==> config.mk <==
export PLATFORM = sky130hd
export DESIGN_NAME = i2c_slave_port
export DESIGN_NICKNAME = d
export VERILOG_FILES = /design/src/rtl/i2c_slave_port_pkg.sv /design/src/rtl/i2c_line_filter.sv /design/src/rtl/i2c_slave_port.sv
export SDC_FILE = /design/constraint.sdc
export NUM_CORES = 1
export LEC_CHECK = 0
export CORE_ASPECT_RATIO = 0.75
export CORE_UTILIZATION = 55
export CTS_CLUSTER_DIAMETER = 120
export DETAILED_ROUTE_END_ITERATION = 10
export PLACE_DENSITY = 0.77
export SYNTH_ARGS = -nofsm -noshare
export SYNTH_HDL_FRONTEND = slang
export SYNTH_SLANG_ARGS = --single-unit
==> constraint.sdc <==
create_clock -name CLK -period 4.1 [get_ports CLK]
set_input_delay 0.41 -clock CLK [delete_from_list [all_inputs] [get_ports CLK]]
set_output_delay 0.41 -clock CLK [all_outputs]
set_load 0.005 [all_outputs]
==> src/rtl/i2c_slave_port_pkg.sv <==
`timescale 1ns/1ps
`default_nettype none
// ============================================================================
//  Module      : i2c_slave_port_pkg
//  Description : Shared definitions for the byte-level I2C slave engine:
//                FSM state encoding, register-decoder prefix constants and a
//                device-address compare helper.
//  Revision    : 1.0  initial release
// ============================================================================
package i2c_slave_port_pkg;

    typedef enum logic [2:0] {
        ST_IDLE     = 3'd0,
        ST_ADDR     = 3'd1,
        ST_ADDR_ACK = 3'd2,
        ST_WR       = 3'd3,
        ST_WR_ACK   = 3'd4,
        ST_RD       = 3'd5,
        ST_RD_ACK   = 3'd6,
        ST_IGNORE   = 3'd7
    } i2c_state_t;

    // Payload width below the 2-bit A/D prefix of a write byte.
    localparam int         I2C_DATA_BITS = 6;
    // Prefixes the register decoder uses to tell address bytes from data bytes.
    localparam logic [1:0] A_ADDR        = 2'b10;
    localparam logic [1:0] D_ADDR        = 2'b01;

    // Bit 0 of both operands is the R/W flag / don't-care and is not compared.
    function automatic logic addr_match(input logic [7:0] rx_byte,
                                        input logic [7:0] dev_addr);
        return rx_byte[7:1] == dev_addr[7:1];
    endfunction

endpackage
`default_nettype wire

==> src/rtl/i2c_line_filter.sv <==
`timescale 1ns/1ps
`default_nettype none
// ============================================================================
//  Module      : i2c_line_filter
//  Description : Conditions one open-drain pad line: synchroniser chain,
//                counter-based glitch filter, and registered edge strobes.
//  Revision    : 1.0  initial release
//
//  Ports
//    clk     in   system clock
//    rst_n   in   asynchronous active-low reset
//    i_pad   in   raw pad level
//    o_level out  filtered level (resets to 1)
//    o_rise  out  one-cycle strobe, asserted in the cycle o_level became 1
//    o_fall  out  one-cycle strobe, asserted in the cycle o_level became 0
// ============================================================================
module i2c_line_filter #(
    parameter int SYNC_STAGES = 2,
    parameter int FILTER_LEN  = 3
) (
    input  logic clk,
    input  logic rst_n,
    input  logic i_pad,
    output logic o_level,
    output logic o_rise,
    output logic o_fall
);

    localparam int              c_CW       = (FILTER_LEN > 1) ? $clog2(FILTER_LEN) : 1;
    localparam logic [c_CW-1:0] c_CNT_LAST = c_CW'(FILTER_LEN - 1);

    logic [SYNC_STAGES-1:0] r_sync;
    logic [c_CW-1:0]        r_cnt;
    logic                   r_level;
    logic                   r_rise;
    logic                   r_fall;

    logic w_sample;
    logic w_differs;
    logic w_accept;

    assign w_sample  = r_sync[SYNC_STAGES-1];
    assign w_differs = w_sample ^ r_level;
    // r_cnt holds how many consecutive differing samples preceded this one,
    // so the FILTER_LEN-th differing sample is the one that is accepted.
    assign w_accept  = w_differs && (r_cnt == c_CNT_LAST);

    always_ff @(posedge clk or negedge rst_n) begin
        if (!rst_n) begin
            r_sync  <= '1;
            r_cnt   <= '0;
            r_level <= 1'b1;
            r_rise  <= 1'b0;
            r_fall  <= 1'b0;
        end else begin
            r_sync[0] <= i_pad;
            for (int i = 1; i < SYNC_STAGES; i++) begin
                r_sync[i] <= r_sync[i-1];
            end
            if (!w_differs || w_accept) begin
                r_cnt <= '0;
            end else begin
                r_cnt <= r_cnt + c_CW'(1);
            end
            if (w_accept) begin
                r_level <= w_sample;
            end
            r_rise <= w_accept &  w_sample;
            r_fall <= w_accept & ~w_sample;
        end
    end

    assign o_level = r_level;
    assign o_rise  = r_rise;
    assign o_fall  = r_fall;

endmodule
`default_nettype wire

==> src/rtl/i2c_slave_port.sv <==
`timescale 1ns/1ps
`default_nettype none
// ============================================================================
//  Module      : i2c_slave_port
//  Description : Byte-level I2C slave engine. Detects START/STOP, matches the
//                7-bit device address, strobes received write bytes out and
//                serialises read bytes from the register decoder. Owns the
//                ACK/NACK handshake on SDA.
//  Revision    : 1.0  initial release
//
//  Ports
//    CLK        in   system clock (20 MHz)
//    GSRn       in   asynchronous active-low reset
//    SCL_IN     in   pad SCL level
//    SDA_IN     in   pad SDA level
//    SDA_OE     out  1 = pull SDA low
//    RX_DATA    out  last received write byte, MSB first on the wire
//    RX_VALID   out  one-cycle strobe, RX_DATA valid
//    TX_REQ     out  one-cycle strobe, TX_DATA sampled this cycle
//    TX_DATA    in   read byte from the decoder
//    START_DET  out  one-cycle strobe on START / repeated START
//    STOP_DET   out  one-cycle strobe on STOP
//    BUSY       out  high from an addressed START until STOP
// ============================================================================
module i2c_slave_port
    import i2c_slave_port_pkg::*;
#(
    parameter logic [7:0] I2C_ADDR    = 8'h82,
    parameter int         SYNC_STAGES = 2,
    parameter int         FILTER_LEN  = 3
) (
    input  logic       CLK,
    input  logic       GSRn,
    input  logic       SCL_IN,
    input  logic       SDA_IN,
    output logic       SDA_OE,
    output logic [7:0] RX_DATA,
    output logic       RX_VALID,
    output logic       TX_REQ,
    input  logic [7:0] TX_DATA,
    output logic       START_DET,
    output logic       STOP_DET,
    output logic       BUSY
);

    logic w_scl, w_scl_rise, w_scl_fall;
    logic w_sda, w_sda_rise, w_sda_fall;

    i2c_line_filter #(
        .SYNC_STAGES (SYNC_STAGES),
        .FILTER_LEN  (FILTER_LEN)
    ) u_scl_filter (
        .clk     (CLK),
        .rst_n   (GSRn),
        .i_pad   (SCL_IN),
        .o_level (w_scl),
        .o_rise  (w_scl_rise),
        .o_fall  (w_scl_fall)
    );

    i2c_line_filter #(
        .SYNC_STAGES (SYNC_STAGES),
        .FILTER_LEN  (FILTER_LEN)
    ) u_sda_filter (
        .clk     (CLK),
        .rst_n   (GSRn),
        .i_pad   (SDA_IN),
        .o_level (w_sda),
        .o_rise  (w_sda_rise),
        .o_fall  (w_sda_fall)
    );

    i2c_state_t r_state, w_state_nxt;

    logic [3:0] r_cnt,      w_cnt_nxt;      // rising edges seen in this byte, 0..8
    logic [6:0] r_shift,    w_shift_nxt;    // receive bits, last 7 seen
    logic [6:0] r_tx,       w_tx_nxt;       // read bits still to be driven
    logic       r_phase,    w_phase_nxt;    // ACK states: first falling edge done
    logic       r_rw,       w_rw_nxt;
    logic       r_sda_oe,   w_sda_oe_nxt;
    logic [7:0] r_rx_data,  w_rx_data_nxt;
    logic       r_rx_valid, w_rx_valid_nxt;
    logic       r_start,    w_start_nxt;
    logic       r_stop,     w_stop_nxt;
    logic       r_busy,     w_busy_nxt;
    logic       w_tx_req;

    logic       w_scl_prev;
    logic       w_start;
    logic       w_stop;
    logic [7:0] w_rx_byte;

    // SCL level before any edge reported this cycle, so an SDA edge that
    // coincides with an SCL edge is judged against the old SCL level.
    assign w_scl_prev = w_scl ^ (w_scl_rise | w_scl_fall);
    assign w_start    = w_sda_fall & w_scl_prev;
    assign w_stop     = w_sda_rise & w_scl_prev;
    assign w_rx_byte  = {r_shift, w_sda};

    always_comb begin
        w_state_nxt    = r_state;
        w_cnt_nxt      = r_cnt;
        w_shift_nxt    = r_shift;
        w_tx_nxt       = r_tx;
        w_phase_nxt    = r_phase;
        w_rw_nxt       = r_rw;
        w_sda_oe_nxt   = r_sda_oe;
        w_rx_data_nxt  = r_rx_data;
        w_rx_valid_nxt = 1'b0;
        w_start_nxt    = 1'b0;
        w_stop_nxt     = 1'b0;
        w_busy_nxt     = r_busy;
        w_tx_req       = 1'b0;

        if (w_start) begin
            w_state_nxt  = ST_ADDR;
            w_cnt_nxt    = 4'd0;
            w_phase_nxt  = 1'b0;
            w_sda_oe_nxt = 1'b0;
            w_start_nxt  = 1'b1;
        end else if (w_stop) begin
            w_state_nxt  = ST_IDLE;
            w_cnt_nxt    = 4'd0;
            w_phase_nxt  = 1'b0;
            w_sda_oe_nxt = 1'b0;
            w_stop_nxt   = 1'b1;
            w_busy_nxt   = 1'b0;
        end else begin
            case (r_state)
                ST_ADDR: begin
                    if (w_scl_rise) begin
                        w_shift_nxt = w_rx_byte[6:0];
                        if (r_cnt == 4'd7) begin
                            w_cnt_nxt   = 4'd0;
                            w_phase_nxt = 1'b0;
                            w_rw_nxt    = w_rx_byte[0];
                            if (addr_match(w_rx_byte, I2C_ADDR)) begin
                                w_state_nxt = ST_ADDR_ACK;
                                w_busy_nxt  = 1'b1;
                            end else begin
                                w_state_nxt = ST_IGNORE;
                            end
                        end else begin
                            w_cnt_nxt = r_cnt + 4'd1;
                        end
                    end
                end

                ST_WR: begin
                    if (w_scl_rise) begin
                        w_shift_nxt = w_rx_byte[6:0];
                        if (r_cnt == 4'd7) begin
                            w_cnt_nxt      = 4'd0;
                            w_phase_nxt    = 1'b0;
                            w_rx_data_nxt  = w_rx_byte;
                            w_rx_valid_nxt = 1'b1;
                            w_state_nxt    = ST_WR_ACK;
                        end else begin
                            w_cnt_nxt = r_cnt + 4'd1;
                        end
                    end
                end

                ST_ADDR_ACK, ST_WR_ACK: begin
                    // First falling edge opens the ACK window, second closes it.
                    if (w_scl_fall) begin
                        if (!r_phase) begin
                            w_sda_oe_nxt = 1'b1;
                            w_phase_nxt  = 1'b1;
                        end else begin
                            w_phase_nxt  = 1'b0;
                            w_cnt_nxt    = 4'd0;
                            w_sda_oe_nxt = 1'b0;
                            if ((r_state == ST_ADDR_ACK) && r_rw) begin
                                w_tx_req     = 1'b1;
                                w_tx_nxt     = TX_DATA[6:0];
                                w_sda_oe_nxt = ~TX_DATA[7];
                                w_state_nxt  = ST_RD;
                            end else begin
                                w_state_nxt  = ST_WR;
                            end
                        end
                    end
                end

                ST_RD: begin
                    if (w_scl_rise) begin
                        w_cnt_nxt = r_cnt + 4'd1;
                    end else if (w_scl_fall) begin
                        if (r_cnt == 4'd8) begin
                            w_cnt_nxt    = 4'd0;
                            w_phase_nxt  = 1'b0;
                            w_sda_oe_nxt = 1'b0;
                            w_state_nxt  = ST_RD_ACK;
                        end else begin
                            w_sda_oe_nxt = ~r_tx[6];
                            w_tx_nxt     = {r_tx[5:0], 1'b0};
                        end
                    end
                end

                ST_RD_ACK: begin
                    if (w_scl_rise) begin
                        if (w_sda) begin
                            w_state_nxt = ST_IGNORE;
                        end else begin
                            w_phase_nxt = 1'b1;
                        end
                    end else if (w_scl_fall && r_phase) begin
                        w_phase_nxt  = 1'b0;
                        w_cnt_nxt    = 4'd0;
                        w_tx_req     = 1'b1;
                        w_tx_nxt     = TX_DATA[6:0];
                        w_sda_oe_nxt = ~TX_DATA[7];
                        w_state_nxt  = ST_RD;
                    end
                end

                default: begin
                    // IDLE and IGNORE wait for the next START.
                end
            endcase
        end
    end

    always_ff @(posedge CLK or negedge GSRn) begin
        if (!GSRn) begin
            r_state <= ST_IDLE;
        end else begin
            r_state <= w_state_nxt;
        end
    end

    always_ff @(posedge CLK or negedge GSRn) begin
        if (!GSRn) begin
            r_cnt      <= 4'd0;
            r_shift    <= 7'd0;
            r_tx       <= 7'd0;
            r_phase    <= 1'b0;
            r_rw       <= 1'b0;
            r_sda_oe   <= 1'b0;
            r_rx_data  <= 8'h00;
            r_rx_valid <= 1'b0;
            r_start    <= 1'b0;
            r_stop     <= 1'b0;
            r_busy     <= 1'b0;
        end else begin
            r_cnt      <= w_cnt_nxt;
            r_shift    <= w_shift_nxt;
            r_tx       <= w_tx_nxt;
            r_phase    <= w_phase_nxt;
            r_rw       <= w_rw_nxt;
            r_sda_oe   <= w_sda_oe_nxt;
            r_rx_data  <= w_rx_data_nxt;
            r_rx_valid <= w_rx_valid_nxt;
            r_start    <= w_start_nxt;
            r_stop     <= w_stop_nxt;
            r_busy     <= w_busy_nxt;
        end
    end

    assign SDA_OE    = r_sda_oe;
    assign RX_DATA   = r_rx_data;
    assign RX_VALID  = r_rx_valid;
    assign TX_REQ    = w_tx_req;
    assign START_DET = r_start;
    assign STOP_DET  = r_stop;
    assign BUSY      = r_busy;

endmodule
`default_nettype wire
* Word-level counts from Yosys, hierarchy flattened
Cells that the tools add are included.
Storage, ports and cells: flip-flop bits (word level) 50, bits of input ports 12, output and inout port bits 14, word-level logic and storage cells 190
Cells by class: add/sub/neg operators 3, equality and inequality tests 37, muxes and demuxes 85, bitwise operators 16, reductions and logical operators 27
Operator list (number):
- $mux 7 | 8
- $mux 3 | 16
- $mux 4 | 11
- $mux 1 | 42
- $ne 4x4->1 const B | 7
- $pmux 7 s3 | 1
- $ne 4x3->1 const B | 4
- $pmux 4 s4 | 1
- $ne 5x4->1 const B | 3
- $pmux 3 s5 | 1
- $reduce_and 5->1 | 3
- $ne 2x2->1 const B | 6
- $reduce_and 12->1 | 1
- $reduce_and 11->1 | 1
- $eq 3x3->1 const B | 3
- $reduce_and 9->1 | 1
- $ne 4x1->1 const B | 2
- $reduce_and 8->1 | 1
- $reduce_bool 2->1 | 4
- $eq 7x7->1 const B | 1
- $reduce_bool 7->1 | 1
- $and 1x1->1 | 6
- $eq 3x2->1 const B | 2
- $not 1->1 | 6
- other kinds (24) | 36

* Logic depth before layout (Yosys ltp)
Gate-level depths: netlist (run 1).
depth after elaboration 8, gate-level depth with buffers 9, mapped depth without buffers 8

* Modules after synthesis
Synthesis (run 1) repeated with hierarchy kept, for this count alone.
Second synthesis, totals: cell total of the unflattened synthesis 238, area, all modules 2591.2 µm²
Modules (own cells, without submodules):
- i2c_slave_port | times used 1, cells an instance 204, area an instance 2115.8 µm², seq. area each 900.9 µm²
- i2c_line_filter | times used 2, cells an instance 17, area an instance 237.7 µm², seq. area each 178.9 µm²

* Worst setup path after synthesis (run 1)
No wires, ideal clock.
path kind register to register, start reg u_scl_filter.r_rise (netlist: u_scl_filter.o_rise), end reg r_tx[1], setup time 0.125 ns, data arrival time 1.680 ns, required time 3.975 ns, path slack 2.296 ns, stages on the path, launching flop included 8, path buffers 1, clock period less this slack 1.804 ns, cell sequence dfrtp_1 > buf_6 > inv_2 > nand2_1 > a21oi_1 > a21oi_1 > nor4_4 > mux2_2
Between the ends: word-level cells in the longest chain between the ends 5, elaborated cells between the ends (all ways) 9, those cells by class eq/ne (2); bitwise (6); reduce/logical (1)
RTL lines:
- start, declared | line i2c_line_filter.sv:35 | logic r_rise;
- start signal, assigned | line i2c_line_filter.sv:68 | r_rise <= w_accept & w_sample;
- $or 1x1->1 | line i2c_slave_port.sv:95 | assign w_scl_prev = w_scl ^ (w_scl_rise | w_scl_fall);
- $xor 1x1->1 | line i2c_slave_port.sv:95
- $and 1x1->1 (on tied branches) | line i2c_slave_port.sv:97, i2c_slave_port.sv:96
- $not 1->1 (no line)
- $reduce_and 11->1 (no line) *
- end signal, assigned | line i2c_slave_port.sv:250 | r_tx <= w_tx_nxt;
- end, declared | line i2c_slave_port.sv:77 | logic [6:0] r_tx, w_tx_nxt;
Mark *: on every way between the ends. The rest lies on a longest branch, timed or not. A chain may end at the register's enable or synchronous reset.

* Final worst setup path (run 1)
start reg u_scl_filter.r_rise (netlist: u_scl_filter.o_rise), end out TX_REQ
Between the ends: word-level cells in the longest chain between the ends 5, elaborated cells between the ends (all ways) 8, those cells by class mux (4); bitwise (4)
RTL lines:
- $or 1x1->1 | line i2c_slave_port.sv:95
- $xor 1x1->1 | line i2c_slave_port.sv:95
- $and 1x1->1 | line i2c_slave_port.sv:97 | assign w_stop = w_sda_rise & w_scl_prev;
- $mux 1 | line i2c_slave_port.sv:121 | end else if (w_stop) begin
- $mux 1 * | line i2c_slave_port.sv:115 | if (w_start) begin
- end, declared | line i2c_slave_port.sv:39 | output logic TX_REQ,
Marked as above.

==> flow_metrics.env, run 1 <==
export IMPL_setup_ws_ns=1.353
export IMPL_post_cts_buffers=0
export IMPL_final_cell_mix="dfrtp_1 (44), mux2_2 (29), nor2_1 (25)"
export IMPL_synth_edf_count=0
export IMPL_ys_types=53
export IMPL_worstSkewPairLatency_ns=0.30
export IMPL_hold_slack_ns=0.2913
export IMPL_rrSetupSlack_ns=1.69
export IMPL_cp_start_kind="register"
export IMPL_grt_first_pass_wirelength_um=7969
export IMPL_io_pins=26
export IMPL_yosysSeqAreaShare=0.4858
export IMPL_startpoint="u_scl_filter.o_rise$_DFF_PN0_"
export IMPL_outcome="completed"
export IMPL_numCtsBuffers=5
export IMPL_antenna_cells=0
export IMPL_grt_start_max_net_pins=51
export IMPL_port_buffers=25
export IMPL_synth_area_um2=2591
export IMPL_utilization=0.6488
export IMPL_syn_inst=238
export IMPL_num_rows=21
export IMPL_antenna_left=0
export IMPL_crit_type="reg2out"
export IMPL_setup_viol=0
export IMPL_switchingPower_mw=0.3765
export IMPL_start_util=0.5767
export IMPL_required_ns=3.69
export IMPL_die_h_um=61.45
export IMPL_maxSlewHeadroom=0.2836
export IMPL_maxCapViolations=0
export IMPL_cts_hold_fix_buffers=0
export IMPL_p_leak_nw=1.322
export IMPL_tns_ns=0
export IMPL_fin_crit_sh=0.6700
export IMPL_via_count=1814
export IMPL_worstReg2RegEnd="r_cnt[3]$_DFFE_PN0P_"
export IMPL_antenna_found_initial=0
export IMPL_place_gp_congestion=0.8470
export IMPL_viasPerCell=5.741
export IMPL_end_kind="primary output"
export IMPL_cts_max_level=2
export IMPL_pwr_share_comb=0.203
export IMPL_grt_pass1_vias=1634
export IMPL_clkSlewWorstSetupHoldPaths_ns=0.09
export IMPL_power_mw=1.194
export IMPL_worstPathArrival_ns=2.34
export IMPL_wl_um=4702
export IMPL_tightest_slew_ns=1.075
export IMPL_clk_path_buf_depth=2
export IMPL_rsz0062_at_grt="false"
export IMPL_intPower_mw=0.8174
export IMPL_avgSynthCellArea_um2=10.89
export IMPL_overflow=0
export IMPL_dp_hpwl_um=3082
export IMPL_design_area_um2=2915
export IMPL_pre_cts_slack_ns=1.671
export IMPL_grt_usage=0.2168
export IMPL_fmax_ghz=0.3640
export IMPL_synth_async_sr_flop_share=1.000
export IMPL_hold_class="in2async"
export IMPL_finalClockSkew_ns=0.003700
export IMPL_pwr_density_cell_nw_per_um2=409.5
export IMPL_cts_resized=0
export IMPL_clock_root_buffer="clkbuf_8"
export IMPL_nNetsFinal=274
export IMPL_peakVddDrop_uv=311.3
export IMPL_switching_share=0.3153
export IMPL_rr_worst_depth=6
export IMPL_synth_seq_cells=50
export IMPL_area_growth_pct=12.51
export IMPL_ys_warn_count=0
export IMPL_dieArea_um2=4993
export IMPL_ys_flop_type="dfrtp_1"
export IMPL_place_area_um2=2815
export IMPL_clock_sinks=50
export IMPL_core_area_um2=4493
export IMPL_dr_pass1_iters=5
export IMPL_pwr_share_seq=0.540
export IMPL_syn_num_nets=254
export IMPL_hold_viol=0
export IMPL_final_cells=316
export IMPL_cts_tree="done"
export IMPL_worstReg2RegStart="r_state[0]$_DFFE_PN0P_"
export IMPL_final_common_cell="dfrtp_1"
export IMPL_dp_cells=308
export IMPL_clock_power_share=0.257
export IMPL_final_layout_size_suffix_gt1_frac=0.2201
export IMPL_slew_violations=0
export IMPL_post_drt_wl_per_cell_um=14.88
export IMPL_min_period_ns=2.747
export IMPL_first_iter_violations=277
export IMPL_fp_dieW_um=81.26
export IMPL_crit_fanout=14
export IMPL_drc=0
## worst max-delay path by stage
stage | to | slack [ns]
floorplan | r_tx[1]$_DFFE_PN0P_ | 2.30
global placement | TX_REQ | 1.75
detailed placement | TX_REQ | 1.67
CTS | TX_REQ | 1.32
global route | TX_REQ | 1.20
finish | TX_REQ | 1.35
## synthesized netlist by cell type (3+ instances only)
cell,number,share of area
dfstp_2,6,0.061
clkbuf_1,4,0.0058
and3b_1,3,0.010
nand3_1,8,0.015
dfrtp_1,44,0.42
nand2b_1,4,0.0097
mux2_2,29,0.13
inv_1,10,0.014
nor3_1,4,0.0077
mux2i_1,5,0.019
a31oi_1,3,0.0072
a21oi_1,7,0.014
o21ai_0,18,0.035
ha_1,4,0.019
buf_6,6,0.026
nor2_1,25,0.036
nand2_1,14,0.020
## critical path: stages, from the launching register on
cell	delay (ns)
dfrtp_1	0.68
nor2_4	0.08
xnor2_2	0.20
o21a_1	0.22
nor4_1	0.31
clkdlybuf4s50_1	0.55
## flip-flops by register name (all words and copies together) (netlist names), 2 cells and up
register / cells
u_scl_filter.r_cnt: 2
u_sda_filter.r_sync: 2
r_shift: 7
r_tx: 7
u_sda_filter.r_cnt: 2
r_cnt: 4
RX_DATA: 8
u_scl_filter.r_sync: 2
r_state: 3
## layout make-up
cell class                 instances  area, um2
inverter                          12      45.04
timing repair buffer              25      245.2
multi-input combinational        164       1195
clock buffer                       6      82.58
clock inverter                     2      17.52
tap                               57      71.32
sequential                        50       1259
fill                             340       1578
## logic make-up after synthesis
| family | share of synthesized area |
|---|---|
| buf+inv | 0.05311 |
| mux | 0.1453 |
| xor+xnor | 0.01304 |
| flops | 0.4858 |
| simple gates | 0.1608 |
| fa+ha+maj | 0.01932 |
| compound gates | 0.1227 |
## metal layers
layer,global-route usage,part of all wire,vias up
li1,-,-,885
met1,0.3257,0.50,849
met2,0.2977,0.42,70
met3,0.05778,0.061,10
met4,0.08163,0.013,0
met5,0,0,-
## power groups by stage
stage	Clock, mW	Sequential, mW	Combinational, mW
3_5_place_dp	0	0.652	0.240
2_1_floorplan	0	0.606	0.222
6_report	0.307	0.644	0.242
4_1_cts	0.316	0.643	0.243
3_3_place_gp	0	0.650	0.235
5_1_grt	0.333	0.658	0.276
(Power assumes the default switching activity.)
==> run 2: changes to the inputs <==
==> constraint.sdc (replaced) <==
create_clock -name CLK -period 2.65 [get_ports CLK]
set_input_delay 0.265 -clock CLK [delete_from_list [all_inputs] [get_ports CLK]]
set_output_delay 0.265 -clock CLK [all_outputs]
set_load 0.005 [all_outputs]
==> run 2 against run 1 <==
  * Combinational power grew 52%
  * Clock skew grew 0.0024 ns
  * Via count grew 3.0%
  * Global-route usage shrank 0.25 points
==> flow_metrics.env, run 2 (synthesis results as in run 1) <==
export IMPL_rsz0062_at_grt="false"
export IMPL_grt_start_max_net_pins=35
export IMPL_maxSlewHeadroom=0.6071
export IMPL_port_buffers=25
export IMPL_clk_path_buf_depth=2
export IMPL_final_layout_size_suffix_gt1_frac=0.2348
export IMPL_place_gp_congestion=0.8797
export IMPL_pre_cts_slack_ns=0.4700
export IMPL_clock_sinks=50
export IMPL_slew_violations=0
export IMPL_worstReg2RegStart="r_state[2]$_DFFE_PN0P_"
export IMPL_fmax_ghz=0.4127
export IMPL_p_leak_nw=1.353
export IMPL_core_area_um2=4493
export IMPL_crit_fanout=14
export IMPL_finalClockSkew_ns=0.006133
export IMPL_end_kind="primary output"
export IMPL_drc=0
export IMPL_hold_viol=0
export IMPL_grt_first_pass_wirelength_um=7914
export IMPL_grt_pass1_vias=1654
export IMPL_io_pins=26
export IMPL_antenna_left=0
export IMPL_tightest_slew_ns=0.5894
export IMPL_num_rows=21
export IMPL_max_stage_delay_ns=0.55
export IMPL_tns_ns=0
export IMPL_required_ns=2.38
export IMPL_numCtsBuffers=5
export IMPL_clkSlewWorstSetupHoldPaths_ns=0.10
export IMPL_via_count=1869
export IMPL_cts_max_level=2
export IMPL_dp_hpwl_um=3376
export IMPL_peakVddDrop_uv=373.4
export IMPL_largest_register_ffs=8
export IMPL_grt_use_met3=0.04889
export IMPL_hold_class="in2reg"
export IMPL_post_drt_wl_per_cell_um=14.84
export IMPL_setup_ws_ns=0.2270
export IMPL_cp_cell_sequence="nor2_4, xnor2_2, o21a_1, nor4_1, clkdlybuf4s50_1"
export IMPL_utilization=0.6617
export IMPL_grt_use_met2=0.3229
export IMPL_min_period_ns=2.423
export IMPL_grt_usage=0.2143
export IMPL_crit_family="buffers and inverters"
export IMPL_wl_um=4765
export IMPL_overflow=0
export IMPL_fin_crit_sh=0.9143
export IMPL_dr_pass1_iters=6
export IMPL_dieArea_um2=4993
export IMPL_maxCapViolations=0
export IMPL_clock_root_buffer="clkbuf_8"
export IMPL_fp_dieW_um=81.26
export IMPL_setup_viol=0
export IMPL_cp_start_kind="register"
export IMPL_worstPathArrival_ns=2.16
export IMPL_path_buf_inv=1
export IMPL_final_cell_mix="dfrtp_1 (43), mux2_2 (29), nor2_1 (25)"
export IMPL_first_iter_violations=247
export IMPL_crit_type="reg2out"
export IMPL_top_usage_layer="met2"
export IMPL_antenna_cells=0
export IMPL_worstHoldStart="SDA_IN"
export IMPL_pwr_density_cell_nw_per_um2=646.8
export IMPL_outcome="completed"
export IMPL_die_h_um=61.45
export IMPL_final_common_cell="dfrtp_1"
export IMPL_start_util=0.5767
export IMPL_power_mw=1.923
export IMPL_startpoint="u_scl_filter.o_rise$_DFF_PN0_"
export IMPL_area_growth_pct=14.73
export IMPL_worstSkewPairLatency_ns=0.30
export IMPL_grtUsageMet1=0.3097
export IMPL_antenna_found_initial=0
export IMPL_cp_slowest_cell="clkdlybuf4s50_1"
export IMPL_nNetsFinal=279
export IMPL_viasPerCell=5.822
export IMPL_cts_tree="done"
[run 2: power by group]
| part | switching, mW | leakage [nW] | internal (mW) |
|---|---|---|---|
| registers | 0.132 | 0.659 | 0.867 |
| clock network | 0.268 | 0.0591 | 0.288 |
| logic | 0.185 | 0.635 | 0.183 |
| total | 0.584 | 1.35 | 1.34 |
[run 2: layout make-up]
type	count	area [um2]
Inverter	12	45.04
Timing Repair Buffer	30	285.3
Clock inverter	3	47.55
Multi-Input combinational cell	164	1195
Fill cell	355	1520
Sequential cell	50	1260
Clock buffer	5	68.82
Tap cell	57	71.32
[run 2: worst paths after layout]
check                                                   endpoint  slack [ns]  cells past startpoint
min in group asynchronous                    r_tx[0]$_DFFE_PN0P_        0.40                      2
worst max register to register               r_tx[4]$_DFFE_PN0P_        0.53                      5
worst max-delay path                                      TX_REQ        0.23                      5
max in group asynchronous       u_scl_filter.o_level$_DFFE_PN1P_        1.47                      3
worst min-delay path            u_sda_filter.r_sync[0]$_DFF_PN1_        0.36                      1
worst min register to register  u_scl_filter.r_sync[1]$_DFF_PN1_        0.36                      0
[run 2: worst register-to-register path, stage by stage (launching register included)]
cell and delay (ns):
dfrtp_1 0.65, inv_2 0.18, nand3_1 0.12, a21oi_1 0.11, nor4_4 0.56, mux2_2 0.40
[run 2: stage by stage]
step | hold slack (ns) | area [um2] | std cells
finish | 0.3571 | 2973 | 321
global route | 0.3462 | 2973 | 321
CTS | 0.3532 | 2972 | 321
detailed placement | 0.2145 | 2845 | 312
global placement | 0.2081 | 2845 | 312
floorplan | -0.03059 | 2591 | 238
[run 2: routing by layer]
| layer | vias to the layer above | share of wire |
|---|---|---|
| met3 | 6 | 0.051 |
| li1 | 898 | - |
| met1 | 905 | 0.49 |
| met5 | - | 0 |
| met2 | 60 | 0.45 |
| met4 | 0 | 0.010 |
[run 2: repair_timing]
item,4_1_cts,5_1_grt
resized for setup,0,1
hold endpoints to repair,16,0
buffers inserted,0,0
setup endpoints to repair,0,1
hold buffers,1,0
